## config.mk

```make
export PLATFORM = sky130hd
export DESIGN_NAME = stage_probe_display
export DESIGN_NICKNAME = d
export VERILOG_FILES = /design/src/rtl/stage_probe_display.sv
export SDC_FILE = /design/constraint.sdc
export NUM_CORES = 1
export LEC_CHECK = 0
export CAP_MARGIN = 20
export CORE_UTILIZATION = 42
export CTS_CLUSTER_SIZE = 30
export DETAILED_ROUTE_END_ITERATION = 10
export GPL_TIMING_DRIVEN = 0
export PLACE_DENSITY = 0.78
export SETUP_SLACK_MARGIN = 0.02
export SYNTH_ARGS = -nofsm -noshare
export SYNTH_HDL_FRONTEND = slang
export SYNTH_SLANG_ARGS = --single-unit
```

## constraint.sdc

```tcl
create_clock -name clk -period 1.9 [get_ports clk]
set_input_delay 0.19 -clock clk [delete_from_list [all_inputs] [get_ports clk]]
set_output_delay 0.19 -clock clk [all_outputs]
set_load 0.01 [all_outputs]
```

## src/rtl/stage_probe_display.sv

```systemverilog
`default_nettype none
// +--------------------------------------------------------------------------+
// | stage_probe_display: probe-word selector with auto-scan, freeze and       |
// | registered hex seven-segment decode.                    Rev 1.0           |
// +--------------------------------------------------------------------------+
module stage_probe_display #(
  parameter int NUM_CH         = 6,
  parameter int DATA_W         = 32,
  parameter int DWELL          = 50_000_000,
  parameter int SEG_ACTIVE_LOW = 1,
  localparam int SEL_W         = (NUM_CH > 1) ? $clog2(NUM_CH) : 1,
  localparam int DIGITS        = DATA_W / 4
) (
  input  logic                     clk,
  input  logic                     reset,
  input  logic [NUM_CH*DATA_W-1:0] ch_data,
  input  logic [SEL_W-1:0]         sel,
  input  logic                     mode,
  input  logic                     freeze,
  output logic [7*DIGITS-1:0]      seg,
  output logic [SEL_W-1:0]         cur_ch,
  output logic                     invalid,
  output logic                     frozen
);

  localparam int               CNT_W      = (DWELL > 1) ? $clog2(DWELL) : 1;
  localparam logic [CNT_W-1:0] c_CNT_LAST = CNT_W'(DWELL - 1);
  localparam logic [SEL_W-1:0] c_CH_LAST  = SEL_W'(NUM_CH - 1);
  localparam logic [6:0]       c_SEG_OFF  = (SEG_ACTIVE_LOW != 0) ? 7'h7F : 7'h00;

  logic [CNT_W-1:0]    r_cnt;
  logic [SEL_W-1:0]    r_cur_ch;
  logic [DATA_W-1:0]   r_snap;
  logic                r_snap_vld;
  logic                r_invalid;
  logic                r_frozen;
  logic [7*DIGITS-1:0] r_seg;

  logic [DATA_W-1:0]   w_word;
  logic                w_valid;
  logic                w_cnt_last;
  logic [SEL_W-1:0]    w_next_ch;
  logic [7*DIGITS-1:0] w_seg;

  function automatic logic [6:0] f_glyph(input logic [3:0] i_nib);
    logic [6:0] v;
    case (i_nib)
      4'h0: v = 7'b1000000;  4'h1: v = 7'b1111001;
      4'h2: v = 7'b0100100;  4'h3: v = 7'b0110000;
      4'h4: v = 7'b0011001;  4'h5: v = 7'b0010010;
      4'h6: v = 7'b0000010;  4'h7: v = 7'b1111000;
      4'h8: v = 7'b0000000;  4'h9: v = 7'b0010000;
      4'hA: v = 7'b0001000;  4'hB: v = 7'b0000011;
      4'hC: v = 7'b1000110;  4'hD: v = 7'b0100001;
      4'hE: v = 7'b0000110;  default: v = 7'b0001110;
    endcase
    return v;
  endfunction

  // Out-of-range indices fall through to all ones so every digit reads F.
  always_comb begin
    w_word  = '1;
    w_valid = 1'b0;
    for (int k = 0; k < NUM_CH; k++) begin
      if (r_cur_ch == SEL_W'(k)) begin
        w_word  = ch_data[k*DATA_W +: DATA_W];
        w_valid = 1'b1;
      end
    end
  end

  always_comb begin
    w_cnt_last = (r_cnt == c_CNT_LAST);
    w_next_ch  = (r_cur_ch >= c_CH_LAST) ? '0 : r_cur_ch + SEL_W'(1);
  end

  generate
    for (genvar d = 0; d < DIGITS; d++) begin : g_digit
      assign w_seg[d*7 +: 7] = (SEG_ACTIVE_LOW != 0) ? f_glyph(r_snap[d*4 +: 4])
                                                     : ~f_glyph(r_snap[d*4 +: 4]);
    end
  endgenerate

  always_ff @(posedge clk) begin
    if (!reset) begin
      r_cnt      <= '0;
      r_cur_ch   <= '0;
      r_snap     <= '0;
      r_snap_vld <= 1'b0;
      r_invalid  <= 1'b0;
      r_frozen   <= 1'b0;
      r_seg      <= {DIGITS{c_SEG_OFF}};
    end else begin
      r_frozen <= freeze;
      if (!freeze) begin
        if (mode) begin
          if (w_cnt_last) begin
            r_cnt    <= '0;
            r_cur_ch <= w_next_ch;
          end else begin
            r_cnt <= r_cnt + CNT_W'(1);
          end
        end else begin
          r_cnt    <= '0;
          r_cur_ch <= (NUM_CH == 1) ? '0 : sel;
        end
        r_snap     <= w_valid ? w_word : '1;
        r_invalid  <= ~w_valid;
        r_snap_vld <= 1'b1;
      end
      // Display stays blank until the first snapshot after reset has landed.
      r_seg <= r_snap_vld ? w_seg : {DIGITS{c_SEG_OFF}};
    end
  end

  assign seg     = r_seg;
  assign cur_ch  = r_cur_ch;
  assign invalid = r_invalid;
  assign frozen  = r_frozen;

endmodule
`default_nettype wire

```

==> impl_results.md, run 1 <==
* Outcome: complete, but fails checks
* Failing checks: setup timing
* Overflow after GRT at 0
* Die ar. at roughly 19000 um^2
* First-pass GRT wire length at 42.3 mm
* Hold Startpoint: reset
* Crit path capture type: flop
* P_leak at approximately 0.0045 uW
* Final setup violation count at 2
* Initial Util at 0.434
* Peak Freq at 526 MHz
* Register area share after synthesis at 0.317
* Final Util at 0.661
* Initial antenna violation count at 3
* Synth Flop Type: dfxtp_1
* Ys Warns at 0
* Synth unique cells at 52
* Power density cells at 725 nW/um^2
* Worst setup margin at -2.87 ps
* Slew @ Worst Pin at 659 ps
* Num ports at 260
* Worst rel slew slack at 0.560
* Root buf cell: clkbuf_16
* Num CTS Buffers at 17
* Nets at 1458
* Synth top area share at 0.317
* Syn Area/Cell at 8.28 um^2
* Reg-to-Reg End: r_snap[11]
* Port buffer count at around 260
* Die width at 136 um
* Via count at 8363
* Hold Slack at approximately 230 ps
* Detail Placement HPWL at 20.6 mm
* Worst Hold Endpoint: r_snap[0]
* RSZ-0062 raised after global routing: true
* Worst-path clk slew at 60 ps
* Post-synth top area cell: dfxtp_1
* Async SR Flop Fraction at 0
* Synth top area cells: dfxtp_1 (32%), ha_1 (8.9%), a221o_1 (5.9%)
* CTS sink cnt at 120
* Hold Vio Cnt, Final at 0
* Layout cells sized above 1 at 0.103
* Commonest non-fill, non-tap cell in the layout: clkdlybuf4s50_1
* DRT Pass-1 Iters at 5
* HP Class: primary input to flop
* DR WL/cell at 19.6 um
* CORE AREA at 17500 um^2
* Slew Viols, Final at 0
* Min Clock Period, post-route at around 1900 ps
* WL final at 28.4 mm
* Largest net degree at the start of global routing at 17
* Number of synthesized flops with an enable pin at 0
* CTS tree: yes
* Residual DRC at 0
* Flop2flop setup slack at -3 ps
* Die H at around 140 um
* Initial DRC count at 785
* WHS Path Cells at 3
* Area grow syn2layout at 52.4%
* Syn Nets at 1169
* Vias in the first global route at 7764
* Worst vdd ir at a little under 0.7 mV
* Mapped cell area at 7580 um^2
* Worst reg2reg startpoint: cur_ch[1]
* Worst path arrival time at 2240 ps
* Required time of the critical path at 2240 ps
* Critical Setup Path Class: flop to flop
* Final ANT Viol Nets at 0
* Total GRT Usage at 0.301
* Synth Instances at 916
* Crit-path max FO at 6
* Fin crit share at 1.00
* Clk buf depth at 2
* Max-Cap Viols at 0
* Cell count of the worst reg-to-reg path at 7
* Setup tns final at -4.07 ps
* Placer Congestion at 0.910
* Most frequent cells in the layout: clkdlybuf4s50_1 (258), dfxtp_1 (117), nand2_1 (83)
* Row count at 48
* Number of synthesized register bits at 120
* Detailed-route vias per instance at just under 6
* Startpoint Class: flop
* Clk_skew at 9.04 ps
* Worst-Skew Late Latency at 430 ps
* Htree depth at 4
==> what timing repair did <==
action                     in CTS  in global routing
pin swaps                      14                 25
setup buffers                   6                  5
resized for setup              85                 36
setup endpoints to repair      33                 57
hold buffers                    0                  0
gates cloned                    0                  3
==> cells by family after synthesis <==
kind of cell,after synthesis,synth area share
adders and majority gates,54,0.0891
AOI/OAI and AO/OA,269,0.274
xor gates and xnor gates,9,0.0104
and+or+nand+nor,293,0.193
muxes,30,0.0408
buffers and inverters,141,0.0762
DFF,120,0.317
==> worst max path at each step <==
stage	depth (start not counted)	start	to
detailed placement	8	cur_ch[1]	r_snap[11]
finish	7	cur_ch[1]	r_snap[11]
floorplan	7	cur_ch[0]	r_snap[10]
CTS	7	cur_ch[1]	r_snap[11]
global placement	8	cur_ch[1]	r_snap[11]
global route	7	cur_ch[0]	r_snap[11]
==> final cells by class <==
type                       instances  area (um^2)
clock inverter                    11          146
antenna                            2         5.00
multi-input combinational        655         4720
sequential                       120         2410
inverter                          63          240
fill                            1478         5920
tap                              225          282
timing repair buffer             272         2740
buffer                            76          554
clock buffer                      21          460
==> report_power, final <==
part	switching, uW	internal, uW	total (uW)
registers	141	2680	2820
logic	1030	1170	2190
clock network	1230	2130	3360
==> flip-flops by register name (all words and copies together), names as in the netlist <==
register	cells
invalid	1
cur_ch	3
seg	56
r_snap_vld	1
frozen	1
r_cnt	26
r_snap	32
==> worst max-delay path, cell delays in order, from the launching register on <==
cell and delay [ps]:
dfxtp_4 380, inv_4 50, ha_4 180, buf_8 150, buf_8 130, a221o_1 340, a311o_1 350, a31oi_2 230
==> cell usage after synthesis (3+ instances only) <==
cell type,number
a211oi_1,5
a21boi_0,7
a21oi_1,26
a221o_1,45
a311o_1,31
a31oi_1,43
and2_1,6
and3_1,5
and4_1,6
buf_1,10
buf_2,12
buf_4,7
clkbuf_1,48
dfxtp_1,120
ha_1,54
inv_1,62
mux2_2,7
mux2i_1,23
nand2_1,84
nand2b_1,17
nand3_1,15
nand4_1,7
nor2_1,76
nor2b_1,44
nor3_1,9
o2111ai_1,3
o211ai_1,20
o21a_1,4
o21ai_0,31
o221ai_1,33
o311ai_0,8
o31ai_1,7
or3_1,5
or4_1,7
xor2_1,8
==> stage by stage <==
| stage | setup slack (ps) | area (um^2) | power [uW] | cells |
|---|---|---|---|---|
| 3_3_place_gp | -640 | 10500 | 4850 | 1399 |
| 6_report | -2.87 | 11600 | 8370 | 1445 |
| 2_1_floorplan | 33.4 | 7590 | 3910 | 916 |
| 4_1_cts | 6.24 | 11300 | 8300 | 1436 |
| 5_1_grt | -39.8 | 11600 | 8680 | 1445 |
| 3_5_place_dp | -637 | 10500 | 4870 | 1399 |
==> per-layer routing <==
metal	up-vias	routed length, um	track usage
met5	-	13	0
met4	2	677	0.107
met3	56	1990	0.0585
met2	399	14000	0.508
met1	3944	11700	0.378
li1	3962	-	-
Note: power is estimated with default switching activity, not from simulation.
==> run 2: changes to the inputs <==
--- a/config.mk
+++ b/config.mk
@@ -7,9 +7,11 @@
 export LEC_CHECK = 0
 export CAP_MARGIN = 20
 export CORE_UTILIZATION = 42
+export CTS_BUF_LIST = sky130_fd_sc_hd__clkbuf_16
 export CTS_CLUSTER_SIZE = 30
 export DETAILED_ROUTE_END_ITERATION = 10
 export GPL_TIMING_DRIVEN = 0
+export HOLD_SLACK_MARGIN = 0.1
 export PLACE_DENSITY = 0.78
 export SETUP_SLACK_MARGIN = 0.02
 export SYNTH_ARGS = -nofsm -noshare
==> run 2 against run 1 <==
The run now ends clean. Via count shrank 1.5%. Maximum frequency grew 0.51%. Power shrank 1.7%. Global-route usage shrank 0.072 points. Core utilization shrank 0.80 points. Register-to-register slack is essentially flat. Sequential share of layout area grew 0.26 points. Clock power shrank 3%. Non-clock buffer count shrank 5. Highest routed layer unchanged.
==> impl_results.md, run 2 (synthesis gave the netlist of run 1 again) <==
* CTS sink cnt at 120 (unchanged)
* First-pass GRT wire length at 42.2 mm (-0.21%)
* Hold Slack at 232 ps (-2.54 ps)
* Hold Startpoint: reset
* HP Class: primary input to flop
* WHS Path Cells at 3 (unchanged)
* Overflow after GRT at 0 (unchanged)
* Non-filler instance count after layout at 1440 (-0.35%)
* Root buf cell: clkbuf_16
* Hold_buf cts at 0 (unchanged)
* CORE AREA at 17500 um^2 (unchanged)
* Clk_skew at 6.60 ps (-2.44 ps)
* Crit path capture type: flop
* Fillers at 1507 (+2.0%)
* Most frequent cells in the layout: clkdlybuf4s50_1 (258), dfxtp_1 (117), nand2_1 (83)
* WL final at 28.0 mm (-1.4%)
* Nets at 1453 (-0.34%)
* Worst vdd ir at 0.700 mV (+1.8%)
* P_leak at 0.00443 uW (-1.2%)
* Outcome: completed
* Flop2flop setup slack at 7 ps (about the same)
* Initial DRC count at 778 (-0.89%)
* Residual DRC at 0 (unchanged)
* Worst-path clk slew at 60 ps (about the same)
* Slew @ Worst Pin at 662 ps (+3.19 ps)
* Required time of the critical path at 2240 ps (about the same)
* Via count at 8240 (-1.5%)
* Reg-to-Reg End: r_snap[11]
* Layout cells sized above 1 at 0.0965 (-0.00617)
* DR WL/cell at 19.4 um (-1.0%)
* Peak Freq at 528 MHz (+0.51%)
* Cell count of the worst reg-to-reg path at 7 (unchanged)
* Worst reg2reg startpoint: cur_ch[0]
* Placed insts at 1399 (unchanged)
* Initial antenna violation count at 3 (unchanged)
* Cell repeated most along the worst path: buf_4
* Clk buf depth at 2 (unchanged)
* Initial Util at 0.434 (unchanged)
* CTS tree: yes
* Die ar. at 18600 um^2 (unchanged)
* Final setup violation count at 0 (-2)
* Num ports at 260 (unchanged)
* Row count at 48 (unchanged)
* Max-Cap Viols at 0 (unchanged)
* Vias in the first global route at 7794 (+0.39%)
* RSZ-0062 raised after global routing: true
* Num CTS Buffers at 17 (unchanged)
* Largest register FFs at 56 (unchanged)
* Worst Hold Endpoint: r_snap[0]
* Design area at 11400 um^2 (-1.2%)
* Hold Vio Cnt, Final at 0 (unchanged)
* Port buffer count at 258 (unchanged)
* Min Clock Period, post-route at 1890 ps (-9.67 ps)
* Largest stage delay on the critical path at 390 ps (about the same)
* Critical Setup Path Class: flop to flop
* Total GRT Usage at 0.300 (-0.000716)
* Worst path arrival time at 2240 ps (about the same)
* Power density cells at 721 nW/um^2 (-0.46%)
* Startpoint Class: flop
* Final ANT Viol Nets at 0 (unchanged)
* Detail Placement HPWL at 20.6 mm (unchanged)
* DP Area at 10500 um^2 (unchanged)
* Crit path cell chain: inv_2, ha_2, and2_1, buf_4, buf_4, a311o_1, a31oi_2
* Detailed-route vias per instance at 5.72 (-1.1%)
* Final Util at 0.653 (-0.00802)
* Area grow syn2layout at 50.6%
* CP max stage cell: dfxtp_4
* Worst rel slew slack at 0.558 (-0.00213)
* Slew Viols, Final at 0 (unchanged)
* Die width at 136 um (unchanged)
* Commonest non-fill, non-tap cell in the layout: clkdlybuf4s50_1
* Worst-Skew Late Latency at 430 ps (about the same)
* Fin crit share at 0.996 (-0.00509)
* Htree depth at 4 (unchanged)
* Die H at 136 um (unchanged)
* Largest net degree at the start of global routing at 17 (unchanged)
* DRT Pass-1 Iters at 8 (+3)
* Placer Congestion at 0.910 (unchanged)
* Crit-path max FO at 10 (+4)
-- run 2: layout make-up --
cell class                 instances  area, um^2  area share
multi-input combinational        655        4710       0.413
buffer                            76         533      0.0467
sequential                       120        2410       0.211
inverter                          63         240      0.0210
clock buffer                      17         425      0.0373
timing repair buffer             267        2650       0.232
tap                              225         282      0.0247
antenna                            2        5.00    0.000438
clock inverter                    15         161      0.0141
-- run 2: where the power goes --
group	internal, uW	leakage, uW	switching (uW)
logic	1140	0.00315	1010
clock network	2040	0.000290	1220
registers	2680	0.000989	140
-- run 2: routing by layer --
| metal | vias to the layer above | GRT usage | share of wire |
|---|---|---|---|
| met2 | 347 | 0.510 | 0.49 |
| met5 | - | 0 | 0.00039 |
| met4 | 2 | 0.102 | 0.020 |
| met1 | 3890 | 0.377 | 0.42 |
| li1 | 3952 | - | - |
| met3 | 49 | 0.0556 | 0.067 |
-- run 2: what timing repair did --
item | in CTS | in global routing
resized for setup | 84 | 30
endpoints found under the setup margin | 33 | 54
setup buffers | 7 | 1
cloned | 1 | 0
pin swaps | 13 | 23
-- run 2: critical path, delay by kind of cell (launching register included) --
family,cells,cell delay [ps]
DFF,1,390
buffers and inverters,3,460
adders and majority gates,1,230
and+or+nand+nor,1,190
AOI/OAI and AO/OA,2,540
-- run 2: how the worst max path moves through the flow --
stage                          from          to  slack, ps  depth (start not counted)
after global routing      cur_ch[0]  r_snap[11]        -40                          7
after CTS                 cur_ch[1]  r_snap[27]         20                          7
after global placement    cur_ch[1]  r_snap[11]       -640                          8
after floorplan           cur_ch[0]  r_snap[10]         30                          7
final                     cur_ch[0]  r_snap[11]          7                          7
after detailed placement  cur_ch[1]  r_snap[11]       -640                          8
-- run 2: through the flow --
step,TNS (ps),setup WS [ps],total power (uW)
2_1_floorplan,0,33.4,3910
3_3_place_gp,-24330,-640,4850
3_5_place_dp,-23660,-637,4870
4_1_cts,0,19.1,8200
5_1_grt,-105,-37.9,8550
6_report,0,6.81,8230
==> run 3: changes to the inputs <==
--- a/config.mk
+++ b/config.mk
@@ -6,14 +6,16 @@
 export NUM_CORES = 1
 export LEC_CHECK = 0
 export CAP_MARGIN = 20
-export CORE_UTILIZATION = 42
+export CORE_UTILIZATION = 58
 export CTS_BUF_LIST = sky130_fd_sc_hd__clkbuf_16
 export CTS_CLUSTER_SIZE = 30
 export DETAILED_ROUTE_END_ITERATION = 10
+export DONT_BUFFER_PORTS = 1
 export GPL_TIMING_DRIVEN = 0
 export HOLD_SLACK_MARGIN = 0.1
-export PLACE_DENSITY = 0.78
+export PLACE_DENSITY = 0.76
 export SETUP_SLACK_MARGIN = 0.02
 export SYNTH_ARGS = -nofsm -noshare
 export SYNTH_HDL_FRONTEND = slang
 export SYNTH_SLANG_ARGS = --single-unit
+export TNS_END_PERCENT = 20
==> run 3 against run 2 <==
The flow now finishes with violations (setup timing). Design area down 17%. Global-route usage up 7.5 points. Sequential power up 2%. Die area down 27%. Critical endpoint is now r_snap[26]. Largest power group unchanged. Highest routed layer is now met4.
==> impl_results.md, run 3 (synthesis gave the netlist of run 1 again) <==
* Hold Vio Cnt, Final at 0 (unchanged)
* Root buf cell: clkbuf_16
* Slew Viols, Final at 0 (unchanged)
* Max-Cap Viols at 0 (unchanged)
* Most frequent cells in the layout: dfxtp_1 (116), nand2_1 (83), dlygate4sd3_1 (76)
* Worst vdd ir at 0.586 mV (-16%)
* Initial DRC count at 945 (+21%)
* Crit-path max FO at 10 (unchanged)
* Residual DRC at 0 (unchanged)
* CORE AREA at 12700 um^2 (-27%)
* Row count at 41 (-15%)
* Die width at 116 um (-15%)
* Commonest non-fill, non-tap cell in the layout: dfxtp_1
* Critical Setup Path Class: flop to flop
* Layout cells sized above 1 at 0.110 (+0.0136)
* Detailed-route vias per instance at 6.60 (+15%)
* P_leak at 0.00368 uW (-17%)
* Via count at 7923 (-3.8%)
* Min Clock Period, post-route at 1970 ps (+78.8 ps)
* Clk buf depth at 2 (unchanged)
* Worst-path clk slew at 60 ps (about the same)
* Clk_skew at 9.00 ps (+2.40 ps)
* Num CTS Buffers at 17 (unchanged)
* Initial Util at 0.598 (+0.165)
* Area grow syn2layout at 25.0%
* Startpoint Class: flop
* Power density cells at 818 nW/um^2 (+13%)
* WHS Path Cells at 3 (unchanged)
* Nets at 1267 (-13%)
* Overflow after GRT at 0 (unchanged)
* Crit path capture type: flop
* Num ports at 260 (unchanged)
* Die H at 116 um (-15%)
* Final setup violation count at 26 (+26)
* Slew @ Worst Pin at 647 ps (-15.1 ps)
* Total GRT Usage at 0.375 (+0.0755)
* Port buffer count at 0 (-100%)
* Worst setup margin at -72.0 ps (-78.8 ps)
* CTS tree: yes
* Cell count of the worst reg-to-reg path at 7 (unchanged)
* Crit path cell chain: inv_4, ha_4, buf_8, buf_4, a221o_1, a311o_1, a31oi_1
* Worst Hold Endpoint: r_snap[8]
* Reg-to-Reg End: r_snap[26]
* Worst-Skew Late Latency at 420 ps (about the same)
* Die ar. at 13500 um^2 (-27%)
* Crit path from: cur_ch[1]
* Largest stage delay on the critical path at 420 ps (+30 ps)
* Required time of the critical path at 2240 ps (about the same)
* Worst path arrival time at 2320 ps (+80 ps)
* Vias in the first global route at 7449 (-4.4%)
* Largest register FFs at 56 (unchanged)
* HP Class: primary input to flop
* Outcome: complete, but fails checks
* Peak Freq at 507 MHz (-4.0%)
* CP max stage cell: dfxtp_4
* DRT Pass-1 Iters at 5 (-3)
* Worst reg2reg startpoint: cur_ch[1]
* WL final at 25.5 mm (-8.9%)
* Htree depth at 4 (unchanged)
* CTS sink cnt at 120 (unchanged)
* Final ANT Viol Nets at 0 (unchanged)
* First-pass GRT wire length at 38.8 mm (-8.0%)
* Placer Congestion at 0.921 (+1.3%)
* Final Util at 0.748 (+0.0949)
* Hold Startpoint: ch_data[72]
* RSZ-0062 raised after global routing: true
* Initial antenna violation count at 1 (-2)
* Critical path buffer and inverter count at 3 (unchanged)
* DR WL/cell at 21.2 um (+9.2%)
* Worst rel slew slack at 0.568 (+0.0100)
* Delay-heaviest family, CP: compound AO/OA/AOI/OAI gates
* Fin crit share at 1.04 (+0.0415)
* Largest net degree at the start of global routing at 17 (unchanged)
* Flop2flop setup slack at -70 ps (-80 ps)
* Detail Placement HPWL at 17.8 mm (-14%)
* Failing checks: setup timing
* Pre-CTS WS at -563 ps (+73.4 ps)
## run 3: cell types whose count changed in the layout (fill, tap and decap cells not counted), sizes merged
cell,delta
clkdlybuf4s50,-258
dlygate4sd3,+76
buf,-8
clkbuf,+4
inv,-2
clkinv,+1
clkinvlp,+1
## run 3: worst min-delay path: stages
cell	delay (ps)
nand2_1	40
a311o_1	160
a31oi_1	70
## run 3: report_power, final
part           internal, uW  total, uW  switching, uW
sequential             2680       2880            198
combinational           753       1650            900
clock                  2040       3230           1190
## run 3: cell type report
type / instances / area, um^2
diodes: 2 / 5.00
plain buffers: 75 / 493
clock buffers: 17 / 425
clock inverters: 15 / 161
fillers: 919 / 3190
inverters: 63 / 239
multi-input cells: 655 / 4710
flip-flops and latches: 120 / 2410
well taps: 172 / 215
repair buffers: 82 / 823
## run 3: stage by stage
stage	TNS (ps)	std cells	power, uW	hold WS, ps	cell area [um^2]
CTS	-114	1199	7660	102	9380
global placement	-18680	1088	4250	352	7800
detailed placement	-19010	1088	4270	352	7800
finish	-675	1201	7760	108	9480
global route	-2190	1200	8050	117	9480
floorplan	0	916	3910	346	7590
## run 3: worst max-delay path by stage
stage | end | slack (ps) | depth (start not counted)
final | r_snap[26] | -70 | 7
after global routing | r_snap[23] | -130 | 7
after CTS | r_snap[23] | -30 | 7
after detailed placement | r_snap[3] | -560 | 8
after global placement | r_snap[3] | -580 | 8
after floorplan | r_snap[10] | 30 | 7
## run 3: repair_timing
action                                 in CTS  in global routing
setup endpoints to repair                  36                 57
setup buffers                               4                  1
gates cloned                                1                  0
resized for setup                          68                 42
hold buffers                               76                  0
pin swaps                                  12                 17
endpoints found under the hold margin      36                  0
## run 3: layer usage
layer / global-route usage / up-vias / routed length [um]
li1: - / 3571 / -
met2: 0.582 / 511 / 11700
met4: 0.215 / 0 / 1280
met1: 0.475 / 3716 / 10000
met3: 0.0919 / 125 / 2460
met5: 0 / - / 0
